## config.mk

```make
export PLATFORM = sky130hd
export DESIGN_NAME = regfile_wb_sched
export DESIGN_NICKNAME = d
export VERILOG_FILES = /design/src/rtl/regfile_pkg.sv /design/src/rtl/regfile_wb_sched_rr_arbiter.sv /design/src/rtl/regfile_wb_sched.sv
export SDC_FILE = /design/constraint.sdc
export NUM_CORES = 1
export LEC_CHECK = 0
export CELL_PAD_IN_SITES_DETAIL_PLACEMENT = 0
export CELL_PAD_IN_SITES_GLOBAL_PLACEMENT = 1
export CORE_ASPECT_RATIO = 0.75
export CORE_MARGIN = 2
export CORE_UTILIZATION = 32
export DETAILED_ROUTE_END_ITERATION = 6
export GPL_TIMING_DRIVEN = 0
export PLACE_DENSITY = 0.81
export SYNTH_ARGS = -nofsm -noshare
export SYNTH_HDL_FRONTEND = slang
export SYNTH_SLANG_ARGS = --single-unit
```

## constraint.sdc

```tcl
create_clock -name clk -period 2.64 [get_ports clk]
set_input_delay 0.528 -clock clk [delete_from_list [all_inputs] [get_ports clk]]
set_output_delay 0.528 -clock clk [all_outputs]
set_load 0.03 [all_outputs]
```

## src/rtl/regfile_pkg.sv

```systemverilog
// Shared register-file definitions: address/data widths and the matching
// typedefs, used by the register file and by its write-back scheduler.
package regfile_pkg;

   localparam int REG_AW = 5;
   localparam int REG_DW = 32;
   localparam int NREGS  = 1 << REG_AW;

   typedef logic [REG_AW-1:0] reg_addr_t;
   typedef logic [REG_DW-1:0] reg_data_t;

endpackage

```

## src/rtl/regfile_wb_sched_rr_arbiter.sv

```systemverilog
// Round-robin arbiter, purely combinational. i_ptr names the requester with
// the highest priority; the search walks ptr, ptr+1, ... modulo NREQ and
// grants the first active request. At most one grant bit is ever set.
module rr_arbiter #(
   parameter int NREQ = 2,
   parameter int PW   = 1
) (
   input  logic [NREQ-1:0] i_req,
   input  logic [PW-1:0]   i_ptr,
   output logic [NREQ-1:0] o_gnt,
   output logic [PW-1:0]   o_gnt_idx
);

   logic [PW:0]   w_sum;
   logic [PW-1:0] w_idx;
   logic          w_found;

   // Rotating priority search starting at the pointer.
   always_comb begin
      o_gnt     = '0;
      o_gnt_idx = '0;
      w_found   = 1'b0;
      w_sum     = '0;
      w_idx     = '0;
      for (int k = 0; k < NREQ; k++) begin
         w_sum = {1'b0, i_ptr} + (PW+1)'(k);
         if (w_sum >= (PW+1)'(NREQ)) begin
            w_sum = w_sum - (PW+1)'(NREQ);
         end
         w_idx = w_sum[PW-1:0];
         if (!w_found && i_req[w_idx]) begin
            o_gnt[w_idx] = 1'b1;
            o_gnt_idx    = w_idx;
            w_found      = 1'b1;
         end
      end
   end

endmodule

```

## src/rtl/regfile_wb_sched.sv

```systemverilog
// Write-back scheduler for the register file's single write port.
// Requesters share the port through a round-robin arbiter; the winning
// write is registered and presented to the register file one cycle later.
// A busy scoreboard marks destinations reserved at issue and frees them
// when their write reaches the register file, so decode can stall on RAW.
module regfile_wb_sched
   import regfile_pkg::*;
#(
   parameter int NREQ = 2,
   parameter int AW   = REG_AW,
   parameter int DW   = REG_DW
) (
   input  logic                 clk,
   input  logic                 rst,
   input  logic [NREQ-1:0]      req_valid,
   input  logic [NREQ*AW-1:0]   req_addr,
   input  logic [NREQ*DW-1:0]   req_data,
   output logic [NREQ-1:0]      req_ready,
   input  logic                 rsv_valid,
   input  logic [AW-1:0]        rsv_addr,
   input  logic [AW-1:0]        rd_addr0,
   input  logic [AW-1:0]        rd_addr1,
   output logic                 rd_busy0,
   output logic                 rd_busy1,
   output logic                 rsv_dup,
   output logic                 wr_en,
   output logic [AW-1:0]        wr_addr,
   output logic [DW-1:0]        wr_data,
   output logic [(1<<AW)-1:0]   busy_vec
);

   localparam int NR = 1 << AW;
   localparam int PW = (NREQ > 2) ? 2 : 1;

   logic [PW-1:0]   r_ptr;
   logic [NREQ-1:0] w_gnt;
   logic [PW-1:0]   w_gnt_idx;
   logic            w_xfer;

   logic [AW-1:0]   w_addr_arr [NREQ];
   logic [DW-1:0]   w_data_arr [NREQ];
   logic [AW-1:0]   w_sel_addr;
   logic [DW-1:0]   w_sel_data;

   logic            r_wr_en;
   logic [AW-1:0]   r_wr_addr;
   logic [DW-1:0]   r_wr_data;

   logic [NR-1:0]   r_busy;
   logic [NR-1:0]   w_set;
   logic [NR-1:0]   w_clr;
   logic            w_dup;
   logic            r_rsv_dup;

   rr_arbiter #(
      .NREQ (NREQ),
      .PW   (PW)
   ) u_arb (
      .i_req     (req_valid),
      .i_ptr     (r_ptr),
      .o_gnt     (w_gnt),
      .o_gnt_idx (w_gnt_idx)
   );

   // Grants are suppressed while reset is held so nothing is accepted then.
   assign req_ready = w_gnt & {NREQ{~rst}};
   assign w_xfer    = |req_ready;

   // Unpack the flat requester buses into per-requester slices.
   genvar gi;
   generate
      for (gi = 0; gi < NREQ; gi++) begin : g_unpack
         assign w_addr_arr[gi] = req_addr[gi*AW +: AW];
         assign w_data_arr[gi] = req_data[gi*DW +: DW];
      end
   endgenerate

   assign w_sel_addr = w_addr_arr[w_gnt_idx];
   assign w_sel_data = w_data_arr[w_gnt_idx];

   // Round-robin pointer: the requester after the last winner gets priority.
   always_ff @(posedge clk or posedge rst) begin
      if (rst) begin
         r_ptr <= '0;
      end else if (w_xfer) begin
         r_ptr <= (w_gnt_idx == PW'(NREQ-1)) ? '0 : w_gnt_idx + 1'b1;
      end
   end

   // Write stage: one-cycle register between arbitration and the register file.
   always_ff @(posedge clk or posedge rst) begin
      if (rst) begin
         r_wr_en   <= 1'b0;
         r_wr_addr <= '0;
         r_wr_data <= '0;
      end else begin
         r_wr_en <= w_xfer;
         if (w_xfer) begin
            r_wr_addr <= w_sel_addr;
            r_wr_data <= w_sel_data;
         end
      end
   end

   // Per-register set/clear decode for the scoreboard.
   generate
      for (gi = 0; gi < NR; gi++) begin : g_sb
         assign w_set[gi] = rsv_valid & (rsv_addr == AW'(gi));
         assign w_clr[gi] = r_wr_en & (r_wr_addr == AW'(gi));
      end
   endgenerate

   // A reservation of a register whose write retires this very cycle is a
   // fresh reservation, not a duplicate.
   assign w_dup = rsv_valid & r_busy[rsv_addr]
                & ~(r_wr_en & (r_wr_addr == rsv_addr));

   // Scoreboard update; set is applied after clear so a new reservation survives.
   always_ff @(posedge clk or posedge rst) begin
      if (rst) begin
         r_busy <= '0;
      end else begin
         r_busy <= (r_busy & ~w_clr) | w_set;
      end
   end

   // Duplicate-reservation flag, high for the single cycle after the event.
   always_ff @(posedge clk or posedge rst) begin
      if (rst) begin
         r_rsv_dup <= 1'b0;
      end else begin
         r_rsv_dup <= w_dup;
      end
   end

   assign rd_busy0 = r_busy[rd_addr0];
   assign rd_busy1 = r_busy[rd_addr1];
   assign rsv_dup  = r_rsv_dup;
   assign wr_en    = r_wr_en;
   assign wr_addr  = r_wr_addr;
   assign wr_data  = r_wr_data;
   assign busy_vec = r_busy;

endmodule

```

# Yosys cells after proc, flatten, opt, wreduce, memory -nomap -nowiden

Cells that the tools add are included.

Register bits after elaboration: 72
Word-level logic and storage cells: 193

Bitwise operators: 75
Reduce and logical (&&, ||, !) cells: 7
Add/subtract/negate cells: 4
Equality and inequality tests: 63
$lt $le $gt $ge: 10
Mux-type cells: 28

Operator list:

| cell                                               | count |
|---|---|
| == test 5 bit, second input constant               | 32 |
| two-way mux 32 bit                                 | 3 |
| == test 5 x 4 -> 1 bit, second input constant      | 16 |
| bitwise AND 1 bit                                  | 67 |
| == test 5 x 3 -> 1 bit, second input constant      | 8 |
| bitwise AND 32 bit                                 | 1 |
| NOT 32 bit                                         | 1 |
| bitwise OR 32 bit                                  | 1 |
| == test 5 x 2 -> 1 bit, second input constant      | 4 |
| < comparator 5 x 6 -> 1 bit, second input constant | 3 |
| binary-select mux 1 bit (select 5 bit)             | 3 |
| two-way mux 1 bit                                  | 15 |
| two-way mux 5 bit                                  | 3 |
| == test 5 x 1 -> 1 bit, second input constant      | 2 |
| logical NOT 5 bit                                  | 2 |
| == test 5 bit                                      | 1 |
| >= comparator 2 bit, second input constant         | 2 |
| < comparator 1 x 2 -> 1 bit, second input constant | 2 |
| two-way mux 2 bit                                  | 2 |
| logical AND 1 bit                                  | 3 |
| adder 1 x 1 -> 2 bit, second input constant        | 1 |
| bitwise AND 2 bit                                  | 1 |
| demux 1 bit (select 1 bit)                         | 2 |
| >= comparator 1 bit, second input constant         | 2 |
| other kinds (8)                                    | 10 |

# Logic depth before layout (Yosys ltp)

Gate-level depths: netlist of the first run.

Depth in word-level cells: 12
Depth in mapped cells: 6
Gate-level depth less buffers: 4

# Hierarchy

A second synthesis of the first run with hierarchy kept.

Cell total of the unflattened synthesis: 363
Area, all modules: 3,923.8 µm²

Modules (own cells, without submodules):

| module           | seq. area each (µm²) | times used | area an instance (µm²) | cells an instance |
|---|---|---|---|---|
| regfile_wb_sched | 1,801.7              | 1          | 3,893.7                | 359 |
| rr_arbiter       | 0.0                  | 1          | 30.0                   | 4 |

# Worst setup path before layout of the first run

OpenSTA, ideal clock, no wires.

Path kind: input to register
From: input rst
To: register r_wr_data[1] (netlist: wr_data[1])
Data required time: 2.504 ns
Setup slack: -0.545 ns
Arrival time: 3.049 ns
Library setup time: 0.136 ns
Cell stages on the path: 6
Cell sequence: inv_1 -> o21ai_0 -> clkbuf_1 -> clkbuf_1 -> nand2_1 -> o21ai_0

Word-level cells in the longest chain between the ends: 3

RTL lines:

| item                 | line                    | RTL |
|---|---|---|
| start, declared      | regfile_wb_sched.sv:14  | `input logic rst,` |
| NOT 1 bit            | regfile_wb_sched.sv:66  | `assign req_ready = w_gnt & {NREQ{~rst}};` |
| bitwise AND 2 bit    | regfile_wb_sched.sv:66  |  |
| OR reduction 2 bit   | regfile_wb_sched.sv:67  | `assign w_xfer = \|req_ready;` |
| end signal, assigned | regfile_wb_sched.sv:100 | `r_wr_data <= w_sel_data;` |
| end, declared        | regfile_wb_sched.sv:47  | `logic [DW-1:0] r_wr_data;` |

No other way between the ends.
A chain may end at the register's enable or synchronous reset.

# Worst setup path after layout of the first run

From: register r_busy[23] (netlist: busy_vec[23])
To: output rd_busy1

Word-level cells in the longest chain between the ends: 2

RTL lines:

| item                                    | line                    | RTL |
|---|---|---|
| start, declared                         | regfile_wb_sched.sv:49  | `logic [NR-1:0] r_busy;` |
| start signal, assigned                  | regfile_wb_sched.sv:123 | `r_busy <= (r_busy & ~w_clr) \| w_set;` |
| binary-select mux 1 bit (select 5 bit)  | regfile_wb_sched.sv:137 | `assign rd_busy1 = r_busy[rd_addr1];` |
| two-way mux 1 bit (not written as such) | regfile_wb_sched.sv:137 |  |
| end, declared                           | regfile_wb_sched.sv:24  | `output logic rd_busy1,` |

No other way between the ends. The select of a mux whose other input is x is not followed.

==> impl_metrics.prom, run 1 <==
# TYPE chip_impl_metric gauge
chip_impl_info{name="global_route.peak_usage_layer",value="met2"} 1
chip_impl_info{name="failed_checks",value="setup timing"} 1
chip_impl_metric{name="drt-initial-drc-count",unit=""} 298
chip_impl_metric{name="drv_cap",unit=""} 0
chip_impl_metric{name="power.ir.vdd_worst",unit="V"} 0.000486
chip_impl_metric{name="drtAntennaViolNets",unit=""} 0
chip_impl_info{name="critical_path.endpoint_type",value="output port"} 1
chip_impl_metric{name="fillCellCount",unit=""} 1132
chip_impl_metric{name="grt.met1_usage",unit="%"} 30.9
chip_impl_info{name="run_status",value="finished, violations left"} 1
chip_impl_metric{name="report.final.hold_viol_count",unit=""} 0
chip_impl_info{name="most-common-layout-cells",value="sky130_fd_sc_hd__clkdlybuf4s50_1, sky130_fd_sc_hd__o21ai_0, sky130_fd_sc_hd__dfrtp_1, sky130_fd_sc_hd__nand2_1, sky130_fd_sc_hd__mux2i_1"} 1
chip_impl_metric{name="synth_seq_cells",unit=""} 72
chip_impl_metric{name="cp_slowest_stage_delay",unit="ps"} 500
chip_impl_metric{name="grt_start_max_net_pins",unit=""} 41
chip_impl_metric{name="drtPass1Iterations",unit=""} 5
chip_impl_info{name="cts_tree",value="built"} 1
chip_impl_metric{name="std_cell_rows",unit=""} 35
chip_impl_info{name="mostFrequentLayoutCell",value="sky130_fd_sc_hd__clkdlybuf4s50_1"} 1
chip_impl_metric{name="finalWorstPathRequiredPeriod",unit="ps"} 2690
chip_impl_metric{name="timing_max_transition_violations_final",unit=""} 0
chip_impl_metric{name="detail_route.wirelength",unit="um"} 13500
chip_impl_metric{name="layout-area-overhead-vs-synth",unit="%"} 59.4
chip_impl_metric{name="num-nets-final",unit=""} 650
chip_impl_metric{name="critical_path_peak_fanout",unit=""} 5
chip_impl_info{name="hold_class",value="flop to flop"} 1
chip_impl_metric{name="clk_path_buf_depth",unit=""} 2
chip_impl_metric{name="yosysSeqAreaShare",unit="%"} 45.7
chip_impl_metric{name="io-pin-count",unit=""} 169
chip_impl_metric{name="cts_hold_buf",unit=""} 0
chip_impl_metric{name="detailed_place_hpwl",unit="um"} 10200
chip_impl_metric{name="syn_area",unit="um2"} 3940
chip_impl_metric{name="cts_sinks",unit=""} 72
chip_impl_metric{name="globalRoute.totalOverflow",unit=""} 0
chip_impl_metric{name="net_count_synth",unit=""} 464
chip_impl_info{name="cts-root-buf",value="sky130_fd_sc_hd__clkbuf_16"} 1
chip_impl_info{name="kind_of_start_point_of_the_critical_path",value="flop"} 1
chip_impl_metric{name="setup.reg_to_reg.worst_slack",unit="ps"} 850
chip_impl_metric{name="clock_insertion_delay_worst_skew",unit="ps"} 330
chip_impl_metric{name="grt_first_pass_wirelength",unit="um"} 21600
chip_impl_metric{name="dieArea",unit="um2"} 13200
chip_impl_metric{name="routed-via-count",unit=""} 3822
chip_impl_metric{name="ys.warnings.count",unit=""} 0
chip_impl_metric{name="power.static_leakage",unit="nW"} 2.52
chip_impl_metric{name="crit_required",unit="ps"} 2110
chip_impl_metric{name="power-per-cell-area",unit="nW/um2"} 880
chip_impl_metric{name="initial_core_util",unit="%"} 32.4
chip_impl_metric{name="first_global_vias",unit=""} 3791
chip_impl_metric{name="critPathArrivalTime",unit="ps"} 2170
chip_impl_metric{name="max_freq",unit="GHz"} 0.371
chip_impl_metric{name="groute.usage.overall",unit="%"} 21.1
chip_impl_metric{name="grt_use_met3",unit="%"} 5.66
chip_impl_metric{name="cts.htree.levels",unit=""} 3
chip_impl_metric{name="gr-usage-met2",unit="%"} 31.6
chip_impl_metric{name="place_congestion",unit=""} 0.848
chip_impl_metric{name="antenna_violations_before_repair",unit=""} 0
chip_impl_metric{name="die_w",unit="um"} 132
chip_impl_metric{name="number_of_buffers_inserted_during_clock_tree_synthesis",unit=""} 9
chip_impl_metric{name="period_share",unit="%"} 102
chip_impl_metric{name="routed_wire_length_per_instance",unit="um"} 18.6
chip_impl_metric{name="post_synth_inst_count",unit=""} 370
chip_impl_metric{name="die_height",unit="um"} 100
chip_impl_metric{name="syn_area_per_cell",unit="um2"} 10.7
chip_impl_metric{name="layout-drive-gt1-share",unit="%"} 14.6
chip_impl_metric{name="post_synth_num_cell_types",unit=""} 29
chip_impl_info{name="rsz_0062_raised_after_global_routing",value="yes"} 1
chip_impl_metric{name="post_place_cell_area",unit="um2"} 5790
chip_impl_info{name="worst_path_most_repeated_cell",value="sky130_fd_sc_hd__mux4_2"} 1
chip_impl_metric{name="antenna_cells_inserted",unit=""} 0
chip_impl_metric{name="fp.coreArea",unit="um2"} 12200
chip_impl_metric{name="fin_tns_setup",unit="ps"} -92.3
chip_impl_metric{name="finalWorstSetupSlack",unit="ps"} -53.8
chip_impl_metric{name="maxSlewHeadroom",unit="%"} 49.8
chip_impl_metric{name="timing.critical_path.buf_inv",unit=""} 1
chip_impl_metric{name="port_buffers",unit=""} 161
chip_impl_metric{name="detail_route.vias_per_cell",unit=""} 5.26
chip_impl_metric{name="drc_errors",unit=""} 0
chip_impl_info{name="worstPathCellList",value="mux4_2 > mux4_2 > mux2_4 > buf_6"} 1
chip_impl_info{name="timing.critical_path.slowest_stage_cell",value="sky130_fd_sc_hd__mux4_2"} 1
chip_impl_metric{name="final.setup_skew",unit="ps"} 7.83
chip_impl_metric{name="finalSetupViolations",unit=""} 2
chip_impl_metric{name="finalInstanceArea",unit="um2"} 6290
chip_impl_metric{name="cts.clk_slew.worst_paths",unit="ps"} 60
chip_impl_metric{name="worst_pin_slew",unit="ps"} 749
chip_impl_info{name="critical_path_class",value="flop to output port"} 1
chip_impl_info{name="crit_family",value="multiplexers"} 1
## Yosys cell counts (all sizes together)
cell type	instances	area [um2]
or2	2	12.5
o221ai	1	8.76
mux2	5	56.3
nand4	3	18.8
o22a	1	8.76
nand2b	5	31.3
nor2	5	18.8
mux4	25	563
nand3	9	45.0
o21ai	105	526
nand2	47	176
a32o	1	10.0
nand3b	1	7.51
a31oi	1	6.26
or3b	1	8.76
clkbuf	14	53.8
mux2i	41	410
and3b	1	8.76
xnor2	5	43.8
a21oi	1	5.00
inv	3	11.3
buf	12	53.8
dfrtp	72	1800
nor3	1	5.00
a211oi	2	15.0
nor2b	6	37.5
## worst paths after layout
kind,from,end,cells past startpoint
max,busy_vec[23]$_DFF_PP0_,rd_busy1,4
min,wr_data[2]$_DFFE_PP0P_,wr_data[2]$_DFFE_PP0P_,2
max reg2reg,busy_vec[31]$_DFF_PP0_,rsv_dup$_DFF_PP0_,5
min reg2reg,wr_data[2]$_DFFE_PP0P_,wr_data[2]$_DFFE_PP0P_,2
max in group asynchronous,rst,busy_vec[24]$_DFF_PP0_,2
min in group asynchronous,rst,wr_addr[0]$_DFFE_PP0P_,3
## repair_timing
item | 4_1_cts | 5_1_grt
setup buffers | 11 | 1
setup endpoints to repair | 41 | 32
gates cloned | 1 | 0
gates resized for setup | 29 | 5
## state kept, by name (all words and copies together), names as in the netlist
name	count
rsv_dup	1
wr_en	1
busy_vec	32
wr_addr	5
wr_data	32
r_ptr	1
## worst reg2reg max path, stage by stage (launching register included)
cell	delay, ps
sky130_fd_sc_hd__dfrtp_1	400
sky130_fd_sc_hd__buf_4	150
sky130_fd_sc_hd__mux4_2	460
sky130_fd_sc_hd__a32o_1	280
sky130_fd_sc_hd__nor3_1	260
sky130_fd_sc_hd__a211oi_1	100
## cells by family (layout without fill, tap and decap cells)
family                    Yosys count  after routing  synth area share (%)
buffers and inverters              29            220                  3.01
AOI/OAI and AO/OA                 112            112                  14.7
and+or+nand+nor                    81             81                  9.39
xor gates and xnor gates            5              5                  1.11
DFF                                72             72                  45.7
muxes                              71             71                  26.1
## per-stage QoR
| step | std cells | utilization, % | hold slack (ps) | setup slack [ps] | total power (W) |
|---|---|---|---|---|---|
| detailed placement | 698 | 47.6 | 470 | -1100 | 0.00399 |
| finish | 727 | 51.6 | 478 | -53.8 | 0.00553 |
| floorplan | 370 | - | 505 | 47.7 | 0.00295 |
| CTS | 726 | 51.5 | 483 | -49.5 | 0.00555 |
| global placement | 697 | 47.4 | 462 | -1560 | 0.00395 |
| global route | 727 | 51.6 | 500 | -120 | 0.00581 |
## routing by layer
layer / part of all wire (%) / up-vias
met5: 0 / -
met3: 8.7 / 9
met1: 46 / 1901
met4: 0.75 / 0
met2: 45 / 183
li1: - / 1729
## where the power goes
part	switching (W)	internal [W]	total, W	leakage, nW
registers	0.000321	0.00139	0.00171	0.822
logic	0.00122	0.00116	0.00238	1.53
clock network	0.000465	0.000973	0.00144	0.172
total	0.00201	0.00352	0.00553	2.52
## area by class of cell
type                            count  area (um2)  share of cell area (%)
Multi-Input combinational cell    269        2040                    32.5
Sequential cell                    72        1810                    28.7
Timing Repair Buffer              174        1720                    27.4
Clock buffer                       11         253                    4.02
Tap cell                          166         208                    3.30
Buffer                             26         133                    2.11
Clock inverter                      5         103                    1.63
Inverter                            3        15.0                   0.239
Timing Repair inverter              1        5.00                  0.0796
Power figures use the tool's default switching activity.
==> run 2, diff against run 1 <==
--- a/config.mk
+++ b/config.mk
@@ -8,7 +8,6 @@
 export CELL_PAD_IN_SITES_DETAIL_PLACEMENT = 0
 export CELL_PAD_IN_SITES_GLOBAL_PLACEMENT = 1
 export CORE_ASPECT_RATIO = 0.75
-export CORE_MARGIN = 2
 export CORE_UTILIZATION = 32
 export DETAILED_ROUTE_END_ITERATION = 6
 export GPL_TIMING_DRIVEN = 0
==> run 2 against run 1 <==
The flow still finishes with violations (setup timing). Worst setup slack worse by 18 ps. Hold slack lost 2.3 ps. Global-route usage up 1.4 points. Core utilization grew 0.97 points. First-iteration DRC count decreased by 10%. Critical path depth stayed put. Final cell count shrank 0.69%. Via count decreased by 0.42%. Critical endpoint is now rd_busy0. Largest cell class unchanged.
==> impl_metrics.prom, run 2 (synthesis results as in run 1) <==
# TYPE chip_impl_metric gauge
chip_impl_metric{name="antenna_violations_before_repair",unit=""} 0
chip_impl_metric{name="detailed_place_hpwl",unit="um"} 10400
chip_impl_metric{name="routed_wire_length_per_instance",unit="um"} 19.0
chip_impl_metric{name="clk_path_buf_depth",unit=""} 2
chip_impl_metric{name="die_height",unit="um"} 98.1
chip_impl_info{name="timing.critical_path.slowest_stage_cell",value="sky130_fd_sc_hd__mux4_2"} 1
chip_impl_metric{name="num-nets-final",unit=""} 649
chip_impl_metric{name="layout-drive-gt1-share",unit="%"} 14.8
chip_impl_metric{name="grt_first_pass_wirelength",unit="um"} 21200
chip_impl_metric{name="finalWorstPathRequiredPeriod",unit="ps"} 2710
chip_impl_metric{name="antenna_cells_inserted",unit=""} 0
chip_impl_metric{name="initial_core_util",unit="%"} 33.5
chip_impl_info{name="holdPathEnd",value="wr_data[25]$_DFFE_PP0P_"} 1
chip_impl_info{name="worstPathCellList",value="mux4_2 > mux4_2 > mux2_4 > buf_6"} 1
chip_impl_metric{name="dieArea",unit="um2"} 12800
chip_impl_metric{name="die_w",unit="um"} 130
chip_impl_info{name="critical_path.endpoint_type",value="output port"} 1
chip_impl_metric{name="drt-initial-drc-count",unit=""} 267
chip_impl_metric{name="cts_sinks",unit=""} 72
chip_impl_metric{name="detail_route.vias_per_cell",unit=""} 5.27
chip_impl_metric{name="layout-area-overhead-vs-synth",unit="%"} 57.2
chip_impl_info{name="mostFrequentLayoutCell",value="sky130_fd_sc_hd__clkdlybuf4s50_1"} 1
chip_impl_metric{name="place_inst",unit=""} 694
chip_impl_metric{name="hold_path_depth",unit=""} 2
chip_impl_metric{name="setup.reg_to_reg.worst_slack",unit="ps"} 890
chip_impl_info{name="rsz_0062_raised_after_global_routing",value="yes"} 1
chip_impl_metric{name="final.setup_skew",unit="ps"} 5.99
chip_impl_metric{name="power-per-cell-area",unit="nW/um2"} 841
chip_impl_metric{name="port_buffers",unit=""} 161
chip_impl_metric{name="r2r.worst_path.cells",unit=""} 5
chip_impl_metric{name="routed-via-count",unit=""} 3806
chip_impl_metric{name="totalPowerFinal",unit="W"} 0.00521
chip_impl_info{name="most-common-layout-cells",value="sky130_fd_sc_hd__clkdlybuf4s50_1, sky130_fd_sc_hd__o21ai_0, sky130_fd_sc_hd__dfrtp_1, sky130_fd_sc_hd__nand2_1, sky130_fd_sc_hd__mux2i_1"} 1
chip_impl_metric{name="place_congestion",unit=""} 0.858
chip_impl_metric{name="final_cell_count_no_fill",unit=""} 722
chip_impl_info{name="hold_class",value="flop to flop"} 1
chip_impl_metric{name="globalRoute.totalOverflow",unit=""} 0
chip_impl_metric{name="finalWorstSetupSlack",unit="ps"} -72.1
chip_impl_metric{name="std_cell_rows",unit=""} 34
chip_impl_metric{name="grt_start_max_net_pins",unit=""} 40
chip_impl_info{name="r2r_start",value="busy_vec[31]$_DFF_PP0_"} 1
chip_impl_metric{name="finalSetupViolations",unit=""} 2
chip_impl_metric{name="cts.htree.levels",unit=""} 3
chip_impl_metric{name="cts.clk_slew.worst_paths",unit="ps"} 60
chip_impl_info{name="failed_checks",value="setup timing"} 1
chip_impl_info{name="critPathLaunch",value="busy_vec[2]$_DFF_PP0_"} 1
chip_impl_metric{name="worst_pin_slew",unit="ps"} 822
chip_impl_info{name="critical_path_class",value="flop to output port"} 1
chip_impl_metric{name="groute.usage.overall",unit="%"} 22.5
chip_impl_metric{name="fp.coreArea",unit="um2"} 11800
chip_impl_info{name="r2r_end",value="rsv_dup$_DFF_PP0_"} 1
chip_impl_metric{name="report.final.hold_viol_count",unit=""} 0
chip_impl_metric{name="drc_errors",unit=""} 0
chip_impl_info{name="run_status",value="finished, violations left"} 1
chip_impl_metric{name="drtAntennaViolNets",unit=""} 0
chip_impl_info{name="min-delay-start",value="wr_data[25]$_DFFE_PP0P_"} 1
chip_impl_metric{name="first_global_vias",unit=""} 3834
chip_impl_metric{name="max_freq",unit="GHz"} 0.369
chip_impl_metric{name="drtPass1Iterations",unit=""} 5
chip_impl_metric{name="crit_required",unit="ps"} 2110
chip_impl_info{name="cts-root-buf",value="sky130_fd_sc_hd__clkbuf_16"} 1
chip_impl_metric{name="maxSlewHeadroom",unit="%"} 44.9
chip_impl_metric{name="number_of_buffers_inserted_during_clock_tree_synthesis",unit=""} 9
chip_impl_metric{name="critical_path_peak_fanout",unit=""} 5
chip_impl_metric{name="drv_cap",unit=""} 0
chip_impl_info{name="cts_tree",value="built"} 1
chip_impl_metric{name="io-pin-count",unit=""} 169
chip_impl_metric{name="cp_slowest_stage_delay",unit="ps"} 520
chip_impl_metric{name="power.static_leakage",unit="nW"} 2.48
chip_impl_metric{name="timing_max_transition_violations_final",unit=""} 0
chip_impl_metric{name="power.ir.vdd_worst",unit="V"} 0.000404
chip_impl_info{name="worst_path_most_repeated_cell",value="sky130_fd_sc_hd__mux4_2"} 1
chip_impl_metric{name="critPathArrivalTime",unit="ps"} 2180
chip_impl_metric{name="detail_route.wirelength",unit="um"} 13700
chip_impl_info{name="kind_of_start_point_of_the_critical_path",value="flop"} 1
chip_impl_metric{name="clock_insertion_delay_worst_skew",unit="ps"} 340
chip_impl_metric{name="period_share",unit="%"} 103
chip_impl_metric{name="fillCellCount",unit=""} 1070
[run 2: worst max-delay path by stage]
stage,endpoint,slack (ps),cells after the start
after floorplan,rd_busy0,50,4
after global placement,wr_data[10]$_DFFE_PP0P_,-1360,7
after detailed placement,wr_data[10]$_DFFE_PP0P_,-1000,8
after CTS,rd_busy0,-230,4
after global routing,rd_busy0,-100,4
final,rd_busy0,-70,4
[run 2: report_power, final]
group	internal (W)	switching (W)	total (W)	leakage, nW
combinational	0.00116	0.00124	0.00240	1.53
clock	0.000654	0.000458	0.00111	0.134
sequential	0.00139	0.000308	0.00170	0.821
total	0.00321	0.00200	0.00521	2.48
[run 2: metal layers]
metal  vias up  global-route usage (%)  wire (um)
li1       1731                       -          -
met1      1868                    30.5       6010
met2       185                    34.9       6340
met3        22                    6.03       1140
met4         0                    6.71        236
met5         -                       0          0
[run 2: repair_timing]
action	CTS	global route
pin swaps	0	0
setup endpoints to repair	42	35
hold endpoints to repair	0	0
setup buffers	2	9
hold buffers	0	0
gates cloned	1	0
gates resized for setup	23	18
[run 2: critical path, delay by kind of cell (launching register included)]
family | cells | cell delay (ps)
buffers and inverters | 1 | 140
flip-flops | 1 | 420
multiplexers | 3 | 1300
[run 2: cell type report]
class | instances | area (um2) | share of cell area, %
multi-input cells | 269 | 2040 | 32.9
plain buffers | 26 | 140 | 2.26
repair inverters | 1 | 5.00 | 0.0807
well taps | 162 | 203 | 3.27
repair buffers | 173 | 1710 | 27.7
clock buffers | 10 | 239 | 3.86
inverters | 3 | 15.0 | 0.242
flip-flops and latches | 72 | 1810 | 29.2
clock inverters | 6 | 35.0 | 0.565
[run 2: stage by stage]
| step | instance area [um2] | hold slack [ps] | worst slack, ps | TNS [ps] | utilization [%] |
|---|---|---|---|---|---|
| 2_1_floorplan | 3950 | 505 | 47.7 | 0 | - |
| 3_5_place_dp | 5790 | 470 | -999 | -37000 | 49.1 |
| 5_1_grt | 6200 | 500 | -97.0 | -190 | 52.6 |
| 6_report | 6200 | 476 | -72.1 | -143 | 52.6 |
| 3_3_place_gp | 5770 | 462 | -1360 | -52390 | 48.9 |
| 4_1_cts | 6110 | 482 | -229 | -312 | 51.9 |
